File: src/rtl/door_pkg.sv
// Shared types and constants for the door access controller.
// Holds the FSM state enum, default parameters and width helpers.
package door_pkg;

    typedef enum logic [1:0] {
        COLLECT = 2'd0,
        CHECK   = 2'd1,
        UNLOCK  = 2'd2,
        LOCKOUT = 2'd3
    } door_state_e;

    localparam int DEF_CODE_LEN       = 4;
    localparam int DEF_MAX_TRIES      = 3;
    localparam int DEF_UNLOCK_CYCLES  = 8;
    localparam int DEF_LOCKOUT_CYCLES = 16;

    function automatic int tries_width(input int max_tries);
        return $clog2(max_tries + 1);
    endfunction

    function automatic int timer_width(input int unlock_cycles, input int lockout_cycles);
        int longest;
        longest = (unlock_cycles > lockout_cycles) ? unlock_cycles : lockout_cycles;
        return $clog2(longest + 1);
    endfunction

endpackage

File: src/rtl/door_timer.sv
// Loadable down-counter shared by the unlock and lockout windows.
// expire is registered and is high during the final cycle of a loaded window.
module door_timer #(
    parameter int WIDTH = 5
) (
    input  logic             clk,
    input  logic             reset,
    input  logic             load,
    input  logic [WIDTH-1:0] load_value,
    output logic             expire
);

    logic [WIDTH-1:0] count_r;
    logic [WIDTH-1:0] count_s;
    logic             expire_r;

    // Next count: load wins, otherwise count down and park at zero
    always_comb begin
        count_s = count_r;
        if (load) begin
            count_s = load_value;
        end else if (count_r != {WIDTH{1'b0}}) begin
            count_s = count_r - {{(WIDTH-1){1'b0}}, 1'b1};
        end else begin
            count_s = count_r;
        end
    end

    // Counter and registered expire flag
    always_ff @(posedge clk or negedge reset) begin
        if (!reset) begin
            count_r  <= {WIDTH{1'b0}};
            expire_r <= 1'b0;
        end else begin
            count_r  <= count_s;
            expire_r <= (count_s == {{(WIDTH-1){1'b0}}, 1'b1});
        end
    end

    assign expire = expire_r;

endmodule

File: src/rtl/door_access_ctrl.sv
// Serial entry-code checker with attempt limiting, a timed unlock window
// and a timed lockout after too many consecutive wrong codes.
module door_access_ctrl
    import door_pkg::*;
#(
    parameter int CODE_LEN       = DEF_CODE_LEN,
    parameter int MAX_TRIES      = DEF_MAX_TRIES,
    parameter int UNLOCK_CYCLES  = DEF_UNLOCK_CYCLES,
    parameter int LOCKOUT_CYCLES = DEF_LOCKOUT_CYCLES
) (
    input  logic                                clk,
    input  logic                                reset,
    input  logic                                cfg_we,
    input  logic [CODE_LEN-1:0]                 cfg_code,
    input  logic                                bit_valid,
    input  logic                                bit_in,
    output logic                                unlock,
    output logic                                attempt_fail,
    output logic                                locked_out,
    output logic [tries_width(MAX_TRIES)-1:0]   tries_left
);

    localparam int TRY_W = tries_width(MAX_TRIES);
    localparam int TMR_W = timer_width(UNLOCK_CYCLES, LOCKOUT_CYCLES);
    localparam int CNT_W = $clog2(CODE_LEN);

    localparam logic [CNT_W-1:0] CNT_ZERO  = {CNT_W{1'b0}};
    localparam logic [CNT_W-1:0] CNT_ONE   = CNT_W'(1);
    localparam logic [CNT_W-1:0] LAST_BIT  = CNT_W'(CODE_LEN - 1);
    localparam logic [TRY_W-1:0] TRIES_MAX = TRY_W'(MAX_TRIES);
    localparam logic [TRY_W-1:0] TRY_ONE   = TRY_W'(1);
    localparam logic [TRY_W-1:0] TRY_ZERO  = {TRY_W{1'b0}};
    localparam logic [TMR_W-1:0] UNLOCK_LD = TMR_W'(UNLOCK_CYCLES);
    localparam logic [TMR_W-1:0] LOCK_LD   = TMR_W'(LOCKOUT_CYCLES);

    door_state_e         state_r;
    door_state_e         state_s;
    logic [CODE_LEN-1:0] shift_r;
    logic [CODE_LEN-1:0] shift_s;
    logic [CODE_LEN-1:0] code_r;
    logic [CODE_LEN-1:0] code_s;
    logic [CNT_W-1:0]    cnt_r;
    logic [CNT_W-1:0]    cnt_s;
    logic [TRY_W-1:0]    tries_r;
    logic [TRY_W-1:0]    tries_s;
    logic                fail_s;
    logic                tmr_load_s;
    logic [TMR_W-1:0]    tmr_value_s;
    logic                tmr_expire_s;
    logic                unlock_r;
    logic                locked_out_r;
    logic                attempt_fail_r;

    door_timer #(
        .WIDTH (TMR_W)
    ) u_timer (
        .clk        (clk),
        .reset      (reset),
        .load       (tmr_load_s),
        .load_value (tmr_value_s),
        .expire     (tmr_expire_s)
    );

    // Next-state, datapath and timer-load decisions
    always_comb begin
        state_s     = state_r;
        shift_s     = shift_r;
        cnt_s       = cnt_r;
        code_s      = code_r;
        tries_s     = tries_r;
        fail_s      = 1'b0;
        tmr_load_s  = 1'b0;
        tmr_value_s = {TMR_W{1'b0}};
        case (state_r)
            COLLECT: begin
                // A config write between entries takes priority; a bit in the same cycle is dropped
                if (cfg_we && (cnt_r == CNT_ZERO)) begin
                    code_s = cfg_code;
                end else if (bit_valid) begin
                    shift_s = {shift_r[CODE_LEN-2:0], bit_in};
                    if (cnt_r == LAST_BIT) begin
                        cnt_s   = CNT_ZERO;
                        state_s = CHECK;
                    end else begin
                        cnt_s = cnt_r + CNT_ONE;
                    end
                end else begin
                    cnt_s = cnt_r;
                end
            end
            CHECK: begin
                if (shift_r == code_r) begin
                    state_s     = UNLOCK;
                    tries_s     = TRIES_MAX;
                    tmr_load_s  = 1'b1;
                    tmr_value_s = UNLOCK_LD;
                end else begin
                    fail_s = 1'b1;
                    if (tries_r <= TRY_ONE) begin
                        tries_s     = TRY_ZERO;
                        state_s     = LOCKOUT;
                        tmr_load_s  = 1'b1;
                        tmr_value_s = LOCK_LD;
                    end else begin
                        tries_s = tries_r - TRY_ONE;
                        state_s = COLLECT;
                    end
                end
            end
            UNLOCK: begin
                if (tmr_expire_s) begin
                    state_s = COLLECT;
                end else begin
                    state_s = UNLOCK;
                end
            end
            LOCKOUT: begin
                if (tmr_expire_s) begin
                    tries_s = TRIES_MAX;
                    state_s = COLLECT;
                end else begin
                    state_s = LOCKOUT;
                end
            end
            default: begin
                state_s = COLLECT;
            end
        endcase
    end

    // State, datapath and registered outputs
    always_ff @(posedge clk or negedge reset) begin
        if (!reset) begin
            state_r        <= COLLECT;
            shift_r        <= {CODE_LEN{1'b0}};
            code_r         <= {CODE_LEN{1'b0}};
            cnt_r          <= CNT_ZERO;
            tries_r        <= TRIES_MAX;
            unlock_r       <= 1'b0;
            locked_out_r   <= 1'b0;
            attempt_fail_r <= 1'b0;
        end else begin
            state_r        <= state_s;
            shift_r        <= shift_s;
            code_r         <= code_s;
            cnt_r          <= cnt_s;
            tries_r        <= tries_s;
            unlock_r       <= (state_s == UNLOCK);
            locked_out_r   <= (state_s == LOCKOUT);
            attempt_fail_r <= fail_s;
        end
    end

    assign unlock       = unlock_r;
    assign locked_out   = locked_out_r;
    assign attempt_fail = attempt_fail_r;
    assign tries_left   = tries_r;

endmodule

File: config.mk
export PLATFORM = sky130hd
export DESIGN_NAME = door_access_ctrl
export DESIGN_NICKNAME = d
export VERILOG_FILES = /design/src/rtl/door_pkg.sv /design/src/rtl/door_timer.sv /design/src/rtl/door_access_ctrl.sv
export SDC_FILE = /design/constraint.sdc
export NUM_CORES = 1
export LEC_CHECK = 0
export ABC_AREA = 1
export CAP_MARGIN = 0
export CORE_AREA = 2 2 50 61
export CTS_CLUSTER_DIAMETER = 40
export DETAILED_ROUTE_END_ITERATION = 6
export DIE_AREA = 0 0 52 63
export HOLD_SLACK_MARGIN = 0.12
export REMOVE_ABC_BUFFERS = 1
export SYNTH_ARGS = -nofsm -noshare
export SYNTH_HDL_FRONTEND = slang
export SYNTH_SLANG_ARGS = --single-unit
File: constraint.sdc
create_clock -name clk -period 3.4 [get_ports clk]
set_input_delay 0.68 -clock clk [delete_from_list [all_inputs] [get_ports clk]]
set_output_delay 0.68 -clock clk [all_outputs]
set_load 0.01 [all_outputs]
### Word-level counts from Yosys, hierarchy flattened

Index checks and enable logic that the tools add are counted.

* latch bits: 0
* bits of input ports: 9
* output and inout port bits: 5
* memory bits (writable): 0
* word-level logic and storage cells: 55
* memory bits (read-only): 0
* memories kept: 0
* register bits: 23

* div/mod/pow operators: 0
* bitwise logic cells: 1
* magnitude comparators: 1
* reductions and logical operators: 8
* add/subtract/negate cells: 3
* equal/unequal tests: 9
* multiply operators: 0
* mux-type cells: 23
* shifts and indexed selects: 0

Operator list (count)
* $mux W5: 5
* $mux W2: 11
* $eq A2 B2 Y1 const B: 5
* $pmux W2 S4: 1
* $eq A5 B1 Y1 const B: 1
* $mux W1: 5
* $reduce_bool A5 Y1: 1
* $sub A5 B1 Y5 const B: 1
* $eq A4 B4 Y1: 1
* $logic_not A2 Y1: 2
* $pmux W2 S2: 1
* $reduce_and A2 Y1: 2
* $reduce_and A3 Y1: 1
* $add A2 B1 Y2 const B: 1
* $eq A2 B1 Y1 const B: 1
* $le A2 B1 Y1 const B: 1
* $ne A2 B1 Y1 const B: 1
* $reduce_bool A2 Y1: 1
* $sub A2 B1 Y2 const B: 1
* $logic_and A1 B1 Y1: 1
* $not A1 Y1: 1

### Logic depth before layout (Yosys ltp)

* word-level depth: 6
* depth in mapped cells: 11
* depth with buffers taken out: 11

### Modules after synthesis

A second synthesis with hierarchy kept.

* cell total of the unflattened synthesis: 154
* area, all modules: 1187.4 µm²

By module, submodules not included
* door_access_ctrl: seq. area each 427.9 µm², cells an instance 102, times used 1, area each 814.5 µm²
* door_timer: seq. area each 150.1 µm², cells an instance 52, times used 1, area each 372.9 µm²

### Worst setup path after synthesis

Ideal clock, no wire load.

* path type: in2reg
* from: input port cfg_we
* to: register unlock_r, in the netlist unlock
* path buffers: 0
* arrival time: 1223 ps
* slack: 2064 ps
* library setup time: 113 ps
* stages on the path: 6
* required time: 3287 ps
* path through: nand2_1 -> nand3_1 -> o21ai_0 -> a21oi_1 -> nand2_1 -> inv_1

* cells in the longest elaborated chain, start to end: 4

Ends and longest elaborated chain
* from (decl): RTL line door_access_ctrl.sv:13 `input logic cfg_we,`
* $logic_and A1 B1 Y1: RTL line door_access_ctrl.sv:77 `if (cfg_we && (cnt_r == CNT_ZERO)) begin`
* $mux W2: RTL line door_access_ctrl.sv:77
* $pmux W2 S4: RTL line door_access_ctrl.sv:74 `case (state_r)`
* $eq A2 B2 Y1: RTL line door_access_ctrl.sv:148 `unlock_r <= (state_s == UNLOCK);`
* to (signal assigned): RTL line door_access_ctrl.sv:148
* to (decl): RTL line door_access_ctrl.sv:50 `logic unlock_r;`

Every way passes these cells.
A chain may end at the register's enable or synchronous reset.

### Worst setup path after layout

* from: register tries_r[1], in the netlist tries_left[1]
* to: output port tries_left[1]

RTL lines
* from (decl): RTL line door_access_ctrl.sv:44 `logic [TRY_W-1:0] tries_r;`
* from (signal assigned): RTL line door_access_ctrl.sv:147 `tries_r <= tries_s;`
* to (decl): RTL line door_access_ctrl.sv:20 `output logic [tries_width(MAX_TRIES)-1:0] tries_left`

No word-level cell between the ends.

==> impl_metrics.py <==
metrics = {
    "critical_path": {
        "critPathKind": "reg -> out",
        "r2r_end": "u_timer.expire",
        "cp_slowest_stage_delay_ps": 580,
        "critical_path_buf_inv_count": 1,
        "cp_cell_sequence": "clkdlybuf4s50_1",
        "r2r_start": "u_timer.count_r[0]",
        "ff2ff_path_depth": 7,
        "reg2reg_setup_slack_ps": 1940,
        "crit_slowest_cell": "dfstp_2",
        "arrival_ps": 1420,
        "cp-start-kind": "flip-flop",
        "crit_required_ps": 2720,
        "cpLargestDelayFamily": "flip-flops",
        "endpoint_kind": "output pin",
        "cp_max_fo": 4,
    },
    "run": {
        "drv_cap": 0,
    },
    "drt": {
        "routed_via_density": 4.49,
        "num_vias": 902,
        "antenna_left": 0,
        "firstDrtPassIters": 3,
        "drc": 0,
        "wl_per_cell_um": 9.49,
        "drt_iter0_drc": 23,
        "routed_wl_um": 1910,
    },
    "pwr": {
        "swShare": 0.409,
        "cellPowerDensity_nw_per_um2": 832,
        "intPower_uw": 666,
        "p_leak_nw": 0.744,
        "pwr-share-clk": 0.109,
        "p_switching_uw": 460,
        "seqPwrFrac": 0.420,
        "comb_power_share": 0.471,
        "peakVddDrop_mv": 0.409,
    },
    "cells_and_area": {
        "nFillCells": 282,
        "nets": 180,
        "antennaDiodeCount": 0,
        "drive_gt1_frac": 0.0838,
        "synthToLayoutAreaGrowth_pct": 18.0,
        "final_util": 0.500,
    },
    "sta": {
        "slew_headroom": 0.357,
        "worst_pin_slew_ps": 961,
        "holdWs_ps": 504,
        "finalCriticalPeriod_ps": 2100,
        "setup_tns_ps": 0,
        "final_max_slew_viol_count": 0,
        "setup_viol": 0,
        "skew_ps": 8.98,
        "max_freq_ghz": 0.475,
        "rsz0062_at_grt": "no",
        "fin_crit_sh": 0.619,
        "hold_viol": 0,
    },
    "floorplan": {
        "initial_utilization": 0.423,
        "dieArea_um2": 3280,
        "io_pins": 14,
        "rows": 21,
        "die_x_um": 52,
        "dieHeight_um": 63,
        "core_area_um2": 2710,
    },
    "clock_network": {
        "cts_sinks": 23,
        "post_cts_resized": 0,
        "clk_path_buf_depth": 2,
        "htreeDepth": 1,
        "postCtsSetupRepairBufs": 0,
        "hold_buffers": 0,
        "clk_pin_slew_ps": 120,
        "numCtsBuffers": 3,
        "cts_tree": "done",
        "clock_latency_ps": 300,
        "cts-root-buf": "clkbuf_4",
    },
    "global_routing": {
        "grt_max_degree": 23,
        "grt_overflow": 0,
        "grtUsageTotal": 0.137,
        "grt_pass1_wl_um": 3410,
        "antenna_found_initial": 0,
        "grt_pass1_vias": 828,
    },
    "placement": {
        "detailed_place_hpwl_um": 1480,
        "globalplace.congestion": 0.767,
        "portBuffers": 13,
    },
    "synthesis": {
        "synth-simple-area-share": 0.269,
        "synth_area_leaders": "dfrtp_1 (46%), nand2_1 (13%), inv_1 (10%), dfstp_2 (4.6%), nand3_1 (4.4%)",
        "muxShareOfSynthArea": 0,
        "synth_ff_type": "dfrtp_1",
        "synth-seq-cells": 23,
        "synthTopCellsByCount": "nand2_1 (41), inv_1 (31), dfrtp_1 (21), nor2_1 (13), nand3_1 (10)",
        "yosysMostFrequentCell": "nand2_1",
        "synth.distinct_cells": 17,
        "synth_compound_area_frac": 0.0830,
        "synth_top_area_frac": 0.459,
        "async_flop_share": 1.00,
        "synth-adder-area-share": 0.0328,
        "yosysTopAreaCell": "dfrtp_1",
        "synth_xor_area_frac": 0,
        "postSynthCellCount": 149,
        "ys_seq_area_frac": 0.504,
        "synth_edf_count": 0,
        "syn_area_per_cell_um2": 7.69,
        "netlist_area_um2": 1150,
        "ys_warn_count": 0,
        "synth_top_family_by_area": "simple AND/OR/NAND/NOR gates",
    },
    "hold_path": {
        "holdPathStages": 2,
        "hp-start": "tries_left[1]",
        "holdPathEnd": "tries_left[1]",
        "hold_path.class": "reg -> reg",
    },
    "outcome": {
        "status": "finished clean",
    },
}
## final cells by class
cell class	count	area, µm²	area share
multi-input cells	92	440	0.326
well taps	34	42.5	0.0315
inverters	34	128	0.0944
repair buffers	14	138	0.102
clock buffers	4	26.3	0.0194
flip-flops and latches	23	578	0.427
## how the worst max path moves through the flow
stage	start	end	slack (ps)	cells after the start
finish	tries_left[1]	tries_left[1]	1300	1
CTS	tries_left[1]	tries_left[1]	1280	1
detailed placement	reset	tries_left[0]	1420	2
global route	tries_left[1]	tries_left[1]	1240	1
global placement	reset	tries_left[0]	1440	2
floorplan	cfg_we	unlock	2060	6
## per-layer routing
| layer | up-vias | share of wire | global-route usage |
|---|---|---|---|
| li1 | 489 | - | - |
| met1 | 403 | 0.48 | 0.182 |
| met2 | 8 | 0.48 | 0.207 |
| met3 | 2 | 0.025 | 0.0287 |
| met4 | 0 | 0.011 | 0.0691 |
| met5 | - | 0 | 0 |
## cells in the final DEF (no fill, tap or decap), types with 2 or more instances in the layout
cell type | netlist | routed
nand3_1 | 10 | 10
o21ai_0 | 9 | 9
ha_1 | 3 | 3
clkbuf_4 | 0 | 3
dfrtp_1 | 21 | 21
nor2_1 | 13 | 13
dfstp_2 | 2 | 2
nand2_1 | 41 | 41
inv_1 | 31 | 31
a21oi_2 | 2 | 2
nand4_1 | 2 | 2
a21oi_1 | 5 | 5
nand2_2 | 2 | 2
inv_2 | 3 | 3
or2_0 | 2 | 2
clkdlybuf4s50_1 | 0 | 13
## power groups by stage
stage | clock network [mW] | registers (mW) | logic [mW]
floorplan | 0 | 0.478 | 0.380
detailed placement | 0 | 0.479 | 0.535
global route | 0.140 | 0.489 | 0.617
global placement | 0 | 0.474 | 0.525
CTS | 0.128 | 0.473 | 0.538
finish | 0.122 | 0.473 | 0.531
## cells by family (layout without fill, tap and decap cells)
group	after synthesis	count (layout)
and+or+nand+nor	72	72
buffers and inverters	34	52
DFF	23	23
AOI/OAI and AO/OA	17	17
adders and majority gates	3	3
## tightest hold or removal path, cell delays in order (launching register included)
cell and delay [ps]:
dfstp_2 410, nand2_1 60, nand2_1 50
## registers in the layout, indices dropped and copies added (netlist names)
name	cells
u_timer.count_r	5
code_r	4
shift_r	4
cnt_r	2
state_r	2
tries_left	2
attempt_fail	1
locked_out	1
u_timer.expire	1
unlock	1
## stage by stage
stage | worst slack (ps) | cell area, µm² | instances | total power [mW]
2_1_floorplan | 2060 | 1150 | 149 | 0.858
3_3_place_gp | 1440 | 1330 | 197 | 0.999
3_5_place_dp | 1420 | 1330 | 197 | 1.01
4_1_cts | 1280 | 1350 | 201 | 1.14
5_1_grt | 1240 | 1350 | 201 | 1.25
6_report | 1300 | 1350 | 201 | 1.13
(Power assumes the default switching activity.)
